`config.mk`:
```
export PLATFORM = sky130hd
export DESIGN_NAME = quad_pos_gen_flat
export DESIGN_NICKNAME = d
export VERILOG_FILES = /design/src/rtl/quad_pos_gen_if.sv /design/src/rtl/quad_pos_gen.sv /design/src/flat_wrapper.sv
export SDC_FILE = /design/constraint.sdc
export NUM_CORES = 1
export LEC_CHECK = 0
export BUFFER_PORTS_ARGS = -buffer_cell sky130_fd_sc_hd__buf_4
export CORE_ASPECT_RATIO = 0.7
export CORE_MARGIN = 1.5
export CORE_UTILIZATION = 60
export CTS_BUF_LIST = sky130_fd_sc_hd__clkbuf_16
export DETAILED_ROUTE_END_ITERATION = 10
export PLACE_DENSITY = 0.85
export SYNTH_ARGS = -nofsm -noshare
export SYNTH_HDL_FRONTEND = slang
export SYNTH_SLANG_ARGS = --single-unit
```
`constraint.sdc`:
```
create_clock -name clk -period 7.5 [get_ports clk]
set_input_delay 1.5 -clock clk [delete_from_list [all_inputs] [get_ports clk]]
set_output_delay 1.5 -clock clk [all_outputs]
set_load 0.02 [all_outputs]
```
`src/rtl/quad_pos_gen_if.sv`:
```
// Command/status bus of the quadrature encoder emulator.
// master drives commands; slave is the emulator that emits {Z,B,A} and position.
interface quad_pos_gen_if #(
    parameter int DIV_W = 16
);
    logic             cmd_valid;
    logic             cmd_ready;
    logic             cmd_zero;
    logic [31:0]      cmd_target;
    logic [DIV_W-1:0] half_period;
    logic             abort;
    logic [2:0]       rot_out;
    logic [31:0]      pos_out;
    logic             busy;
    logic             done;

    modport master (
        output cmd_valid, cmd_zero, cmd_target, half_period, abort,
        input  cmd_ready, rot_out, pos_out, busy, done
    );

    modport slave (
        input  cmd_valid, cmd_zero, cmd_target, half_period, abort,
        output cmd_ready, rot_out, pos_out, busy, done
    );
endinterface

```
`src/rtl/quad_pos_gen.sv`:
```
// Quadrature encoder emulator: turns absolute move commands into A/B steps at a
// programmable rate and zero requests into a Z strobe on a {Z,B,A} bus.
module quad_pos_gen #(
    parameter int DIV_W    = 16,
    parameter int ZERO_CYC = 4
) (
    input  logic          clk,
    input  logic          arstn,
    quad_pos_gen_if.slave bus
);
    localparam int ZW = $clog2(ZERO_CYC + 1);

    typedef enum logic [1:0] {IDLE, STEP, ZERO} state_t;

    state_t           state;
    logic [2:0]       rot;
    logic [31:0]      pos;
    logic [31:0]      target;
    logic             done_r;
    logic [DIV_W-1:0] divider;
    logic [DIV_W-1:0] period;
    logic [ZW-1:0]    zcnt;

    logic             fwd;
    logic [31:0]      pos_nxt;
    logic [1:0]       ab;
    logic [1:0]       ab_nxt;
    logic [DIV_W-1:0] hp_eff;

    always_comb begin
        // Shortest-way direction: upper half of the modular difference is reverse.
        fwd     = ((target - pos) < 32'h8000_0000);
        pos_nxt = fwd ? pos + 32'd1 : pos - 32'd1;
        ab      = {rot[0], rot[1]};
        ab_nxt  = ab;
        if (fwd) begin
            case (ab)
                2'b00:   ab_nxt = 2'b10;
                2'b10:   ab_nxt = 2'b11;
                2'b11:   ab_nxt = 2'b01;
                default: ab_nxt = 2'b00;
            endcase
        end else begin
            case (ab)
                2'b00:   ab_nxt = 2'b01;
                2'b01:   ab_nxt = 2'b11;
                2'b11:   ab_nxt = 2'b10;
                default: ab_nxt = 2'b00;
            endcase
        end
        hp_eff = (bus.half_period == '0) ? DIV_W'(1) : bus.half_period;
    end

    always_ff @(posedge clk) begin
        if (!arstn) begin
            state   <= IDLE;
            rot     <= '0;
            pos     <= '0;
            target  <= '0;
            done_r  <= 1'b0;
            divider <= '0;
            period  <= '0;
            zcnt    <= '0;
        end else begin
            done_r <= 1'b0;
            case (state)
                IDLE: begin
                    if (bus.cmd_valid) begin
                        if (bus.cmd_zero) begin
                            state  <= ZERO;
                            zcnt   <= ZW'(ZERO_CYC);
                            rot[2] <= 1'b1;
                            pos    <= '0;
                        end else if (bus.cmd_target == pos) begin
                            done_r <= 1'b1;
                        end else begin
                            target  <= bus.cmd_target;
                            period  <= hp_eff;
                            divider <= hp_eff;
                            state   <= STEP;
                        end
                    end
                end
                STEP: begin
                    if (bus.abort) begin
                        state <= IDLE;
                    end else if (divider == DIV_W'(1)) begin
                        divider  <= period;
                        pos      <= pos_nxt;
                        rot[1:0] <= {ab_nxt[0], ab_nxt[1]};
                        if (pos_nxt == target) begin
                            state  <= IDLE;
                            done_r <= 1'b1;
                        end
                    end else begin
                        divider <= divider - DIV_W'(1);
                    end
                end
                ZERO: begin
                    if (zcnt == ZW'(1)) begin
                        rot[2] <= 1'b0;
                        state  <= IDLE;
                        done_r <= 1'b1;
                    end else begin
                        zcnt <= zcnt - ZW'(1);
                    end
                end
                default: state <= IDLE;
            endcase
        end
    end

    assign bus.cmd_ready = (state == IDLE);
    assign bus.busy      = (state != IDLE);
    assign bus.rot_out   = rot;
    assign bus.pos_out   = pos;
    assign bus.done      = done_r;
endmodule

```
`src/flat_wrapper.sv`:
```
// flat-port wrapper written by rule: the top's interface ports become plain ports
module quad_pos_gen_flat 
#(
    parameter int DIV_W    = 16,
    parameter int ZERO_CYC = 4
)
  (clk, arstn, bus_cmd_valid, bus_cmd_zero, bus_cmd_target, bus_half_period, bus_abort, bus_cmd_ready, bus_rot_out, bus_pos_out, bus_busy, bus_done);
  quad_pos_gen_if #(.DIV_W(DIV_W)) bus_i ();
  input  logic clk;
  input  logic arstn;
  input wire logic [$bits(bus_i.cmd_valid)-1:0] bus_cmd_valid;
  input wire logic [$bits(bus_i.cmd_zero)-1:0] bus_cmd_zero;
  input wire logic [$bits(bus_i.cmd_target)-1:0] bus_cmd_target;
  input wire logic [$bits(bus_i.half_period)-1:0] bus_half_period;
  input wire logic [$bits(bus_i.abort)-1:0] bus_abort;
  output wire logic [$bits(bus_i.cmd_ready)-1:0] bus_cmd_ready;
  output wire logic [$bits(bus_i.rot_out)-1:0] bus_rot_out;
  output wire logic [$bits(bus_i.pos_out)-1:0] bus_pos_out;
  output wire logic [$bits(bus_i.busy)-1:0] bus_busy;
  output wire logic [$bits(bus_i.done)-1:0] bus_done;
  assign bus_i.cmd_valid = bus_cmd_valid;
  assign bus_i.cmd_zero = bus_cmd_zero;
  assign bus_i.cmd_target = bus_cmd_target;
  assign bus_i.half_period = bus_half_period;
  assign bus_i.abort = bus_abort;
  assign bus_cmd_ready = bus_i.cmd_ready;
  assign bus_rot_out = bus_i.rot_out;
  assign bus_pos_out = bus_i.pos_out;
  assign bus_busy = bus_i.busy;
  assign bus_done = bus_i.done;
  quad_pos_gen #(.DIV_W(DIV_W), .ZERO_CYC(ZERO_CYC)) u_core (.clk(clk), .arstn(arstn), .bus(bus_i));
endmodule
```
# Yosys cells after proc, flatten, opt, wreduce, memory -nomap -nowiden
# Index checks and enable logic that the tools add are counted.
[totals] elab_cells=91 inputBits=53 register_bits=105
[op_classes] n_mux=40 n_lt_le_gt_ge=1 n_bitwise=3 n_reduce_logical=13 n_addsub=5 n_eq_ne=20
[op_table] cell="$mux W32" count=5
[op_table] cell="$mux W16" count=6
[op_table] cell="$eq A32 B32 Y1" count=2
[op_table] cell="$pmux W32 S2" count=1
[op_table] cell="$add A32 B1 Y32 const B" count=1
[op_table] cell="$lt A32 B32 Y1 const B" count=1
[op_table] cell="$pmux W16 S2" count=1
[op_table] cell="$sub A32 B1 Y32 const B" count=1
[op_table] cell="$sub A32 B32 Y32" count=1
[op_table] cell="$pmux W2 S3" count=3
[op_table] cell="$eq A16 B1 Y1 const B" count=1
[op_table] cell="$logic_not A16 Y1" count=1
[op_table] cell="$mux W2" count=8
[op_table] cell="$sub A16 B1 Y16 const B" count=1
[op_table] cell="$reduce_and A5 Y1" count=3
[op_table] cell="$ne A2 B2 Y1 const B" count=6
[op_table] cell="$reduce_and A4 Y1" count=3
[op_table] cell="$mux W1" count=10
[op_table] cell="$mux W3" count=3
[op_table] cell="$eq A2 B2 Y1 const B" count=3
[op_table] cell="$ne A3 B2 Y1 const B" count=2
[op_table] cell="$pmux W3 S2" count=1
[op_table] cell="$reduce_bool A2 Y1" count=3
[op_table] cell="$eq A2 B1 Y1 const B" count=2
[op_table] cell="9 further kinds" count=13

# Logic depth before layout (Yosys ltp)
# Gate-level depths: netlist of run 1.
[depth] ltp_word=8 ltp_mapped=21 ltp_nobuf=20

# Least setup slack after synthesis of run 1
# No wires, ideal clock.
[synth_timing] kind="reg2reg" start="register u_core.pos[10], in the netlist u_core.bus.pos_out[10]" end="register u_core.state[0]" setup_slack_ns=1.155 path_stages_with_launch=20 n_path_buf=0 setup_ns=0.133 synth_period_minus_slack_ns=6.345 arrival_time_ns=6.213 cell_sequence="dfxtp_1 inv_1 ha_1 nand4_1 or4_1 a21oi_1 nand4b_1 a21oi_1 xnor2_1 ha_1 o211ai_1 o21bai_4 a31oi_4 o41ai_2 a21o_1 a21oi_4 xnor3_1 or4_4 o31ai_1 a211oi_1"
[synth_via] elab_chain_len=6 elab_cells_between_ends=10
[synth_rtl] item="start, declared" line_no="quad_pos_gen.sv:17" rtl="logic [31:0] pos;"
[synth_rtl] item="start signal, assigned" line_no="quad_pos_gen.sv:89" rtl="pos <= pos_nxt;"
[synth_rtl] item="$sub A32 B32 Y32" line_no="quad_pos_gen.sv:32" rtl="fwd = ((target - pos) < 32'h8000_0000);"
[synth_rtl] item="$lt A32 B32 Y1" line_no="quad_pos_gen.sv:32"
[synth_rtl] item="$mux W32" line_no="quad_pos_gen.sv:33" rtl="pos_nxt = fwd ? pos + 32'd1 : pos - 32'd1;"
[synth_rtl] item="$eq A32 B32 Y1" line_no="quad_pos_gen.sv:91" rtl="if (pos_nxt == target) begin"
[synth_rtl] item="$ne A3 B2 Y1 (no line)"
[synth_rtl] item="$reduce_and A5 Y1 (no line) (*)"
[synth_rtl] item="end signal, assigned" line_no="quad_pos_gen.sv:86" rtl="state <= IDLE;"
[synth_rtl] item="end signal, assigned" line_no="quad_pos_gen.sv:92" rtl="state <= IDLE;"
[synth_rtl] item="end signal, assigned" line_no="quad_pos_gen.sv:102" rtl="state <= IDLE;"
[synth_rtl] item="end, declared" line_no="quad_pos_gen.sv:15" rtl="state_t state;"
# Mark *: on every way between the ends. The rest lies on a longest branch, timed or not.
# A chain may end at the register's enable or synchronous reset.

# Worst setup path after layout of run 1
[layout_timing] start="register u_core.pos[1], in the netlist u_core.bus.pos_out[1]" end="register u_core.state[0]"
# The elaborated chain is that of the path after synthesis.

==> impl_metrics.ini, run 1 <==
[status]
status = finished clean

[synth]
ys_types = 73
async_flop_share_pct = 0
synth_xor_area_share_pct = 13.3
synth-simple-area-share_pct = 17.4
yosys_warnings = 0
synthCells = 981
yosys.area_share.adder_pct = 11.0
synth_top_family_by_area = compound AO/OA/AOI/OAI gates
avgSynthCellArea_um2 = 8.10
synth_compound_area_share_pct = 21.0
synth_mux_area_share_pct = 6.04
ys_seq_area_share_pct = 26.4
synth_ff_type = dfxtp_1
synth_nets = 1103
synth-edff-count = 0
syn-cell-area_mm2 = 0.00795
synth-seq-cells = 105

[critical_path]
cp-start-kind = flop
r2r_slack_ns = 1.49
critPathArrivalTime_ns = 6.20
cpPeakStageDelay_ns = 0.70
crit_type = reg -> reg
worst-path-buf-inv = 2
crit_chain = inv_1 > ha_1 > nor2b_1 > o21a_1 > o2111ai_1 > a21oi_1 > nand4b_1 > a21oi_1 > xnor2_2 > buf_4 > ha_1 > o211ai_1 > o21bai_4 > a31oi_4 > o41ai_2 > a21o_1 > a21oi_4 > xnor3_1 > or4_4 > o31ai_1 > a211oi_1
crit_path_top_delay_cell = o41ai_2
cpLargestDelayFamily = compound AO/OA/AOI/OAI gates
r2r_end = u_core.state[0]
rr_startpoint = u_core.bus.pos_out[1]
r2r_cells = 21
cp_max_fo = 25
cp.required_ns = 7.70
cp-end-kind = flop

[sta]
min_period_over_period_pct = 80.1
worstMarginPinSlew_ns = 0.902
fin_hold_ws_ns = 0.495
setup_violations = 0
max_freq_mhz = 167
slew_viol_final = 0
setup_ws_ns = 1.49
hold_viol = 0
slew_headroom_pct = 39.9
setup_tns_ns = 0
fin_crit_ns = 6.01
grt_setup_unrepaired = false
skew_ns = 0.0127

[global_routing]
overflow = 0
grt_usage_pct = 34.1
grt_max_degree = 85
grt_pass1_vias = 6785
grt_pass1_wl_um = 37200
antenna_found_initial = 0

[power]
p_per_area_mw_per_mm2 = 216
leakagePower_nw = 4.04
vdd_drop_max_mv = 0.137

[detailed_routing]
vias = 7663
postRouteAntennaNets = 0
drcViolationCount = 0
vias_per_cell = 6.38
drt_iter0_drc = 962
dr.pass1.iters = 6
wl_per_cell_um = 19.7
wirelength_um = 23700

[hold_path]
hp-class = reg -> reg
hold_end = u_core.bus.rot_out[1]
min-delay-start = u_core.bus.rot_out[1]
worst_hold_path.num_cells = 2

[cts]
cts_buffer_depth = 2
cts_tree = done
hold_buffers = 0
clock_sinks = 105
cts_setup_buffers = 0
cts_inserted_buffers = 9
cts.clk_slew.worst_paths_ns = 0.08
h-tree-depth = 3
postCtsResizedCells = 0
clk_latency_ns = 0.36
clock-root-buffer = clkbuf_16

[final_layout]
fillers = 1031
areaGrowthSynthToFinish_pct = 13.1
layout.nets = 1157
n_antenna_cell = 0
layout-drive-gt1-share_pct = 13.1

[placement]
gp_congestion = 1.06
pre_cts_slack_ns = 1.76
hpwl_um = 17900
io_buffers = 90

[floorplan]
die_w_um = 141
num_io_pins = 91
core_mm2 = 0.0127
rows = 34
die-area_mm2 = 0.0140
initial_core_util_pct = 62.7
chipHeight_um = 99.3

[run]
maxCapViolCount = 0
report_power, final:
part / leakage [nW] / switching, mW / internal [mW]
registers: 0.855 / 0.0296 / 0.584
clock network: 0.146 / 0.251 / 0.239
logic: 3.04 / 0.522 / 0.321
worst max-delay path by stage:
stage,start,end,depth (start not counted)
detailed placement,u_core.bus.pos_out[1],u_core.state[0],21
global route,u_core.bus.pos_out[1],u_core.state[0],21
floorplan,u_core.bus.pos_out[10],u_core.state[0],19
finish,u_core.bus.pos_out[1],u_core.state[0],21
global placement,u_core.bus.pos_out[1],u_core.state[0],21
CTS,u_core.bus.pos_out[1],u_core.state[0],21
through the flow:
stage | instances | instance area (um2) | total power, mW | utilization [%]
final | 1202 | 8990 | 1.95 | 70.9
after global placement | 1186 | 8680 | 1.43 | 68.5
after CTS | 1202 | 8990 | 1.92 | 70.9
after global routing | 1202 | 8990 | 2.04 | 70.9
after detailed placement | 1186 | 8680 | 1.43 | 68.5
after floorplan | 981 | 7950 | 1.23 | -
placed cells by master, fill, tap and decap left out, types with 3 or more instances in the layout:
master,instances
a221oi_1,3
dfxtp_1,105
nand2_1,49
or4_1,4
nand3_1,15
nor2_1,154
o211ai_1,6
xnor2_1,46
nand4_1,19
or2_2,3
o21ai_1,6
clkbuf_16,9
o21bai_1,3
a211oi_1,34
ha_1,68
xnor3_1,3
a311oi_1,3
o21ai_0,21
clkinv_8,3
buf_4,98
a22oi_1,28
a21o_1,17
nor2b_1,7
a21oi_1,72
nor3_1,16
mux2i_1,48
o31ai_1,3
a31oi_1,5
inv_1,42
o21a_1,11
xor2_1,63
nor4_1,17
nand2b_1,3
layer usage:
layer  global-route usage, %  part of all wire [%]  vias to the layer above  routed length, um
met4                    5.61                   1.1                        0                272
met5                       0                     0                        -                  0
li1                        -                     -                     3611                  -
met1                    51.8                    46                     3566              11000
met3                    8.96                    12                       36               2850
met2                    48.7                    40                      450               9570
cell usage after synthesis, types with 6 or more instances:
master    count  share of area [%]
o21ai_0      21                1.3
a21o_1       17                1.6
a211oi_1     34                3.2
clkbuf_1     42                2.0
nor2b_1       7               0.55
o211ai_1      6               0.57
inv_1        42                2.0
xnor2_1      47                5.2
buf_2         9               0.57
a22oi_1      28                2.6
nand4_1      19                1.5
nand3_1      15               0.94
nand2_1      49                2.3
mux2i_1      48                6.0
xor2_1       63                6.9
a21oi_1      72                4.5
nor2_1      154                7.3
dfxtp_1     105                 26
nor4_1       17                1.3
nor3_1       17                1.1
ha_1         68                 11
o21ai_1       7               0.44
o21a_1       11                1.0
worst min-delay path, stage by stage, from the launching register on:
cell and delay [ns]:
dfxtp_1 0.34, nand2_1 0.06, a21oi_1 0.05
final cells by class:
cell class,count,area [um2],area share (%)
clock buffer,9,225,2.50
clock inverter,7,85.1,0.946
inverter,44,165,1.84
multi-input combinational,777,5480,60.9
sequential,105,2100,23.4
tap,162,203,2.25
timing repair buffer,98,736,8.18
registers in the layout (all words and copies together) (netlist names):
signal and cells:
u_core.bus.rot_out 3, u_core.bus.pos_out 32, u_core.divider 16, u_core.bus.done 1, u_core.target 32, u_core.zcnt 3, u_core.state 2, u_core.period 16
cells by family after synthesis:
family	count (synthesis)
compound gates	242
xor+xnor	114
buf+inv	99
flops	105
fa+ha+maj	69
simple gates	304
mux	48
(Power assumes the default switching activity.)
==> run 2: changes to the inputs <==
Settings changed: CORE_UTILIZATION 60 to 54, PLACE_DENSITY 0.85 to 0.81.
Clock period 7.5 ns to 5.1 ns, I/O delays scaled along.
==> run 2 against run 1 <==
Cell count rose by 17%. Flip-flop and latch count is the same. First-iteration DRC count down 0.10%. Count of clock-buffer cells in the layout unchanged. Largest cell class unchanged. The run now ends with setup timing left. Design area is 22% higher. Non-clock buffer count is 178 higher. Highest routed layer unchanged. Via count grew 12%. Critical path type unchanged.
==> impl_metrics.ini, run 2 (synthesized netlist as in run 1, its figures left out) <==
[status]
status = complete, but fails checks
violations = setup timing

[floorplan]
chipHeight_um = 105
core_mm2 = 0.0141
initial_core_util_pct = 56.2
num_io_pins = 91
rows = 36
die-area_mm2 = 0.0155
die_w_um = 148

[sta]
slew_viol_final = 0
max_freq_mhz = 185
setup_ws_ns = -0.311
hold_viol = 0
skew_ns = 0.0179
worstMarginPinSlew_ns = 0.873
slew_headroom_pct = 41.8
min_period_over_period_pct = 106
grt_setup_unrepaired = true
fin_crit_ns = 5.41
setup_violations = 3

[critical_path]
crit_chain = ha_4 > nand4_1 > or4_4 > a21oi_4 > nand4b_1 > a21oi_4 > xnor2_4 > buf_4 > buf_16 > buf_4 > ha_4 > buf_4 > a21oi_2 > o21a_1 > o21ai_1 > a211oi_2 > buf_4 > xnor2_1 > xnor2_1 > and4_1 > nand4_1 > buf_4 > nor4_4 > o21a_1
cp_max_fo = 6
crit_path_top_delay_cell = or4_4
crit_type = reg -> reg
critPathArrivalTime_ns = 5.72
cpPeakStageDelay_ns = 0.60
cp.required_ns = 5.41
cp-start-kind = flop
cp-end-kind = flop
crit_path_frequent_cell = buf_4

[final_layout]
layout.nets = 1335
fillers = 1005
final_cell_mix = buf_4 (268), nor2_1 (153), dfxtp_1 (96)
layout-drive-gt1-share_pct = 31.7
final_cells = 1408
areaGrowthSynthToFinish_pct = 37.7
n_antenna_cell = 0
layout_commonest_cell = buf_4

[detailed_routing]
vias_per_cell = 6.08
drcViolationCount = 0
dr.pass1.iters = 6
postRouteAntennaNets = 0
wirelength_um = 28800
drt_iter0_drc = 961
vias = 8555
wl_per_cell_um = 20.5

[placement]
place_inst = 1374
io_buffers = 90
hpwl_um = 20400
gp_congestion = 1.05

[power]
leakagePower_nw = 5.05
p_comb_share_pct = 53.5
power_frac_seq_pct = 25.6
p_int_mw = 2.09
vdd_drop_max_mv = 0.219
p_total_mw = 3.52
power_frac_clock_pct = 20.9
p_per_area_mw_per_mm2 = 321
p_sw_share_pct = 40.6
p_sw_mw = 1.43

[run]
maxCapViolCount = 0

[hold_path]
hp-class = reg -> reg

[cts]
h-tree-depth = 3
cts_tree = done
clock_sinks = 105
clk_latency_ns = 0.37
cts_inserted_buffers = 9
cts.clk_slew.worst_paths_ns = 0.08
clock-root-buffer = clkbuf_16
cts_buffer_depth = 2
hold_buffers = 0

[global_routing]
grt_usage_pct = 35.4
grt_pass1_vias = 7816
overflow = 0
grt_max_degree = 60
grt_pass1_wl_um = 42700
antenna_found_initial = 0
-- run 2: power groups by stage --
stage	Sequential [mW]	Clock, mW	Combinational, mW
2_1_floorplan	0.907	0	0.910
3_3_place_gp	0.913	0	1.53
4_1_cts	0.897	0.732	1.72
5_1_grt	0.905	0.759	1.98
3_5_place_dp	0.915	0	1.55
6_report	0.900	0.736	1.88
-- run 2: metrics by stage --
| step | setup WS, ns | TNS [ns] | util (%) | hold WS [ns] | instance area (um2) |
|---|---|---|---|---|---|
| after detailed placement | -0.193 | -0.385 | 70.7 | 0.483 | 10000 |
| after CTS | -0.118 | -0.228 | 75.8 | 0.501 | 10700 |
| after global placement | -0.101 | -0.193 | 70.7 | 0.466 | 10000 |
| after floorplan | 0.0167 | 0 | - | 0.455 | 8000 |
| final | -0.311 | -0.783 | 77.4 | 0.501 | 10900 |
| after global routing | -0.525 | -1.47 | 77.4 | 0.536 | 10900 |
-- run 2: area by class of cell --
class / instances / area [um2] / area share [%]
multi-input combinational: 777 / 5970 / 54.6
timing repair buffer: 276 / 2150 / 19.6
sequential: 105 / 2110 / 19.3
tap: 190 / 238 / 2.17
clock buffer: 9 / 225 / 2.06
inverter: 44 / 166 / 1.52
clock inverter: 7 / 83.8 / 0.766
-- run 2: path summary, 6_finish.rpt --
path                startpoint                to  slack (ns)  cells past startpoint
max          u_core.target[18]   u_core.bus.done       -0.31                     24
min           u_core.period[0]  u_core.period[0]        0.50                      2
max reg2reg  u_core.target[18]   u_core.bus.done       -0.31                     24
min reg2reg   u_core.period[0]  u_core.period[0]        0.50                      2
-- run 2: worst max-delay path: cells and delay by family (launching register included) --
| family | cells | cell delay (ns) |
|---|---|---|
| AND/OR/NAND/NOR | 6 | 1.68 |
| AO/OA/AOI/OAI | 7 | 1.18 |
| buffers and inverters | 6 | 0.98 |
| XOR/XNOR | 3 | 0.65 |
| adder cells (fa/ha/maj) | 2 | 0.49 |
| flip-flops | 1 | 0.37 |
-- run 2: per-layer routing --
| layer | GRT usage, % | vias to the layer above | wire [um] |
|---|---|---|---|
| met2 | 51.0 | 497 | 12200 |
| met4 | 9.05 | 0 | 807 |
| met5 | 0 | - | 0 |
| met3 | 10.6 | 79 | 3230 |
| met1 | 50.9 | 4013 | 12600 |
| li1 | - | 3966 | - |
-- run 2: what timing repair did --
| item | CTS | global route |
|---|---|---|
| buffers inserted | 12 | 6 |
| setup endpoints to repair | 2 | 5 |
| resized for setup | 47 | 39 |
| hold endpoints to repair | 0 | 0 |
| gates cloned | 1 | 0 |
| pin swaps | 22 | 21 |
==> run 3: changes to the inputs <==
Settings changed: CORE_MARGIN 1.5 to 3, CTS_BUF_LIST sky130_fd_sc_hd__clkbuf_16 to default.
==> run 3 against run 2 <==
The flow still finishes with violations (setup timing). Worst setup slack worse by 0.019 ns. Total power is 6.2% lower. Cell count is 3.2% lower. Non-clock buffer count is 45 lower. Combinational power is 10% lower. Register-to-register slack worse by 0.02 ns. Count of clock-buffer cells in the layout stayed put. Global-route usage is 2.1 points lower. Die area is 5.0% higher. Design area is 5.0% lower. Critical endpoint is now u_core.state[0]. Largest cell class unchanged.
==> impl_metrics.ini, run 3 (synthesized netlist as in run 1, its figures left out) <==
[status]
status = complete, but fails checks
violations = setup timing

[final_layout]
final_cells = 1363
final_util_pct = 73.5
layout.nets = 1290
layout-drive-gt1-share_pct = 28.2
n_antenna_cell = 0
layout_commonest_cell = buf_4
final_cell_area_mm2 = 0.0104
areaGrowthSynthToFinish_pct = 30.8
seqCellArea_mm2 = 0.00212
final_cell_mix = buf_4 (228), nor2_1 (154), dfxtp_1 (94)
multi_input_area_mm2 = 0.00582
fillers = 1095

[sta]
slew_viol_final = 0
setup_violations = 2
max_freq_mhz = 184
skew_ns = 0.0112
setup_ws_ns = -0.331
grt_setup_unrepaired = true
fin_crit_ns = 5.43
slew_headroom_pct = 37.5
hold_viol = 0
min_period_over_period_pct = 106
worstMarginPinSlew_ns = 0.938

[floorplan]
num_io_pins = 91
die-area_mm2 = 0.0162
core_mm2 = 0.0141
initial_core_util_pct = 56.2
rows = 36
die_w_um = 151
chipHeight_um = 108

[cts]
h-tree-depth = 3
cts_buffer_depth = 2
cts_inserted_buffers = 9
clk_latency_ns = 0.37
clock-root-buffer = clkbuf_16
cts_tree = done
clock_sinks = 105
cts.clk_slew.worst_paths_ns = 0.08
hold_buffers = 0

[critical_path]
crit_type = reg -> reg
cp.required_ns = 5.33
cp-start-kind = flop
cp-end-kind = flop
cp_max_fo = 7
critPathArrivalTime_ns = 5.66

[global_routing]
overflow = 0
grt_max_degree = 54
grt_pass1_wl_um = 41800
grt_usage_pct = 33.2
grtUsageMet2_pct = 47.5
grt_pass1_vias = 7576
grt.busiest_layer = met1
use_met1_pct = 49.6
antenna_found_initial = 0
grtUsageMet3_pct = 8.71

[detailed_routing]
drcViolationCount = 0
drt_iter0_drc = 925
vias_per_cell = 6.05
wirelength_um = 27300
dr.pass1.iters = 5
vias = 8246
wl_per_cell_um = 20.1
postRouteAntennaNets = 0

[placement]
pre_cts_slack_ns = -0.379
io_buffers = 90
gp_congestion = 1.02
hpwl_um = 20400
place_inst = 1340
placed_cell_area_mm2 = 0.00973

[power]
leakagePower_nw = 4.79
p_total_mw = 3.30
p_per_area_mw_per_mm2 = 317
vdd_drop_max_mv = 0.192

[hold_path]
hp-class = reg -> reg

[run]
maxCapViolCount = 0
-- run 3: cell count changes in the layout (fill, tap and decap cells not counted), sizes merged --
cell,change
buf,-45
clkinv,-3
inv,+3
-- run 3: worst paths after layout --
| check | from | to | slack (ns) | cells past startpoint |
|---|---|---|---|---|
| worst max-delay path | u_core.bus.pos_out[17] | u_core.state[0] | -0.33 | 22 |
| worst min-delay path | u_core.zcnt[1] | u_core.zcnt[1] | 0.50 | 2 |
| worst max register to register | u_core.bus.pos_out[17] | u_core.state[0] | -0.33 | 22 |
| worst min register to register | u_core.zcnt[1] | u_core.zcnt[1] | 0.50 | 2 |
-- run 3: stage by stage --
stage                     TNS, ns  hold slack (ns)
after CTS                 -0.0574            0.498
after floorplan                 0            0.455
final                      -0.596            0.496
after global routing       -0.716            0.522
after detailed placement   -0.683            0.479
after global placement     -0.406            0.471
-- run 3: final cells by class --
| class | count | area share (%) |
|---|---|---|
| inverters | 44 | 1.59 |
| multi-input cells | 777 | 56.0 |
| repair buffers | 231 | 17.0 |
| flip-flops and latches | 105 | 20.4 |
| clock inverters | 7 | 0.686 |
| well taps | 190 | 2.29 |
| clock buffers | 9 | 2.17 |
-- run 3: per-layer routing --
metal	up-vias	part of all wire, %
met2	411	41
met4	0	2.4
met3	51	11
met5	-	0
li1	3877	-
met1	3907	46
-- run 3: power breakdown --
group / switching, mW / internal [mW] / leakage [nW]
clock network: 0.366 / 0.347 / 0.146
logic: 0.921 / 0.766 / 3.78
registers: 0.0418 / 0.858 / 0.861
-- run 3: timing repair --
action | 4_1_cts | 5_1_grt
setup endpoints to repair | 3 | 3
buffers inserted | 0 | 7
pin swaps | 3 | 15
gates resized for setup | 14 | 49
-- run 3: critical path: stages, from the launching register on --
cell and delay, ns:
dfxtp_2 0.35, inv_2 0.04, ha_4 0.26, nand4_1 0.29, or4_4 0.61, a21oi_4 0.18
nand4b_1 0.19, a21oi_4 0.10, xnor2_4 0.16, buf_12 0.17, buf_6 0.14, ha_1 0.31
a211oi_2 0.26, o21bai_4 0.11, buf_4 0.17, a311oi_2 0.25, a21oi_2 0.16, xnor2_2 0.22
xor2_1 0.18, nand2_1 0.10, or4_4 0.59, o31ai_2 0.31, a211oi_1 0.11
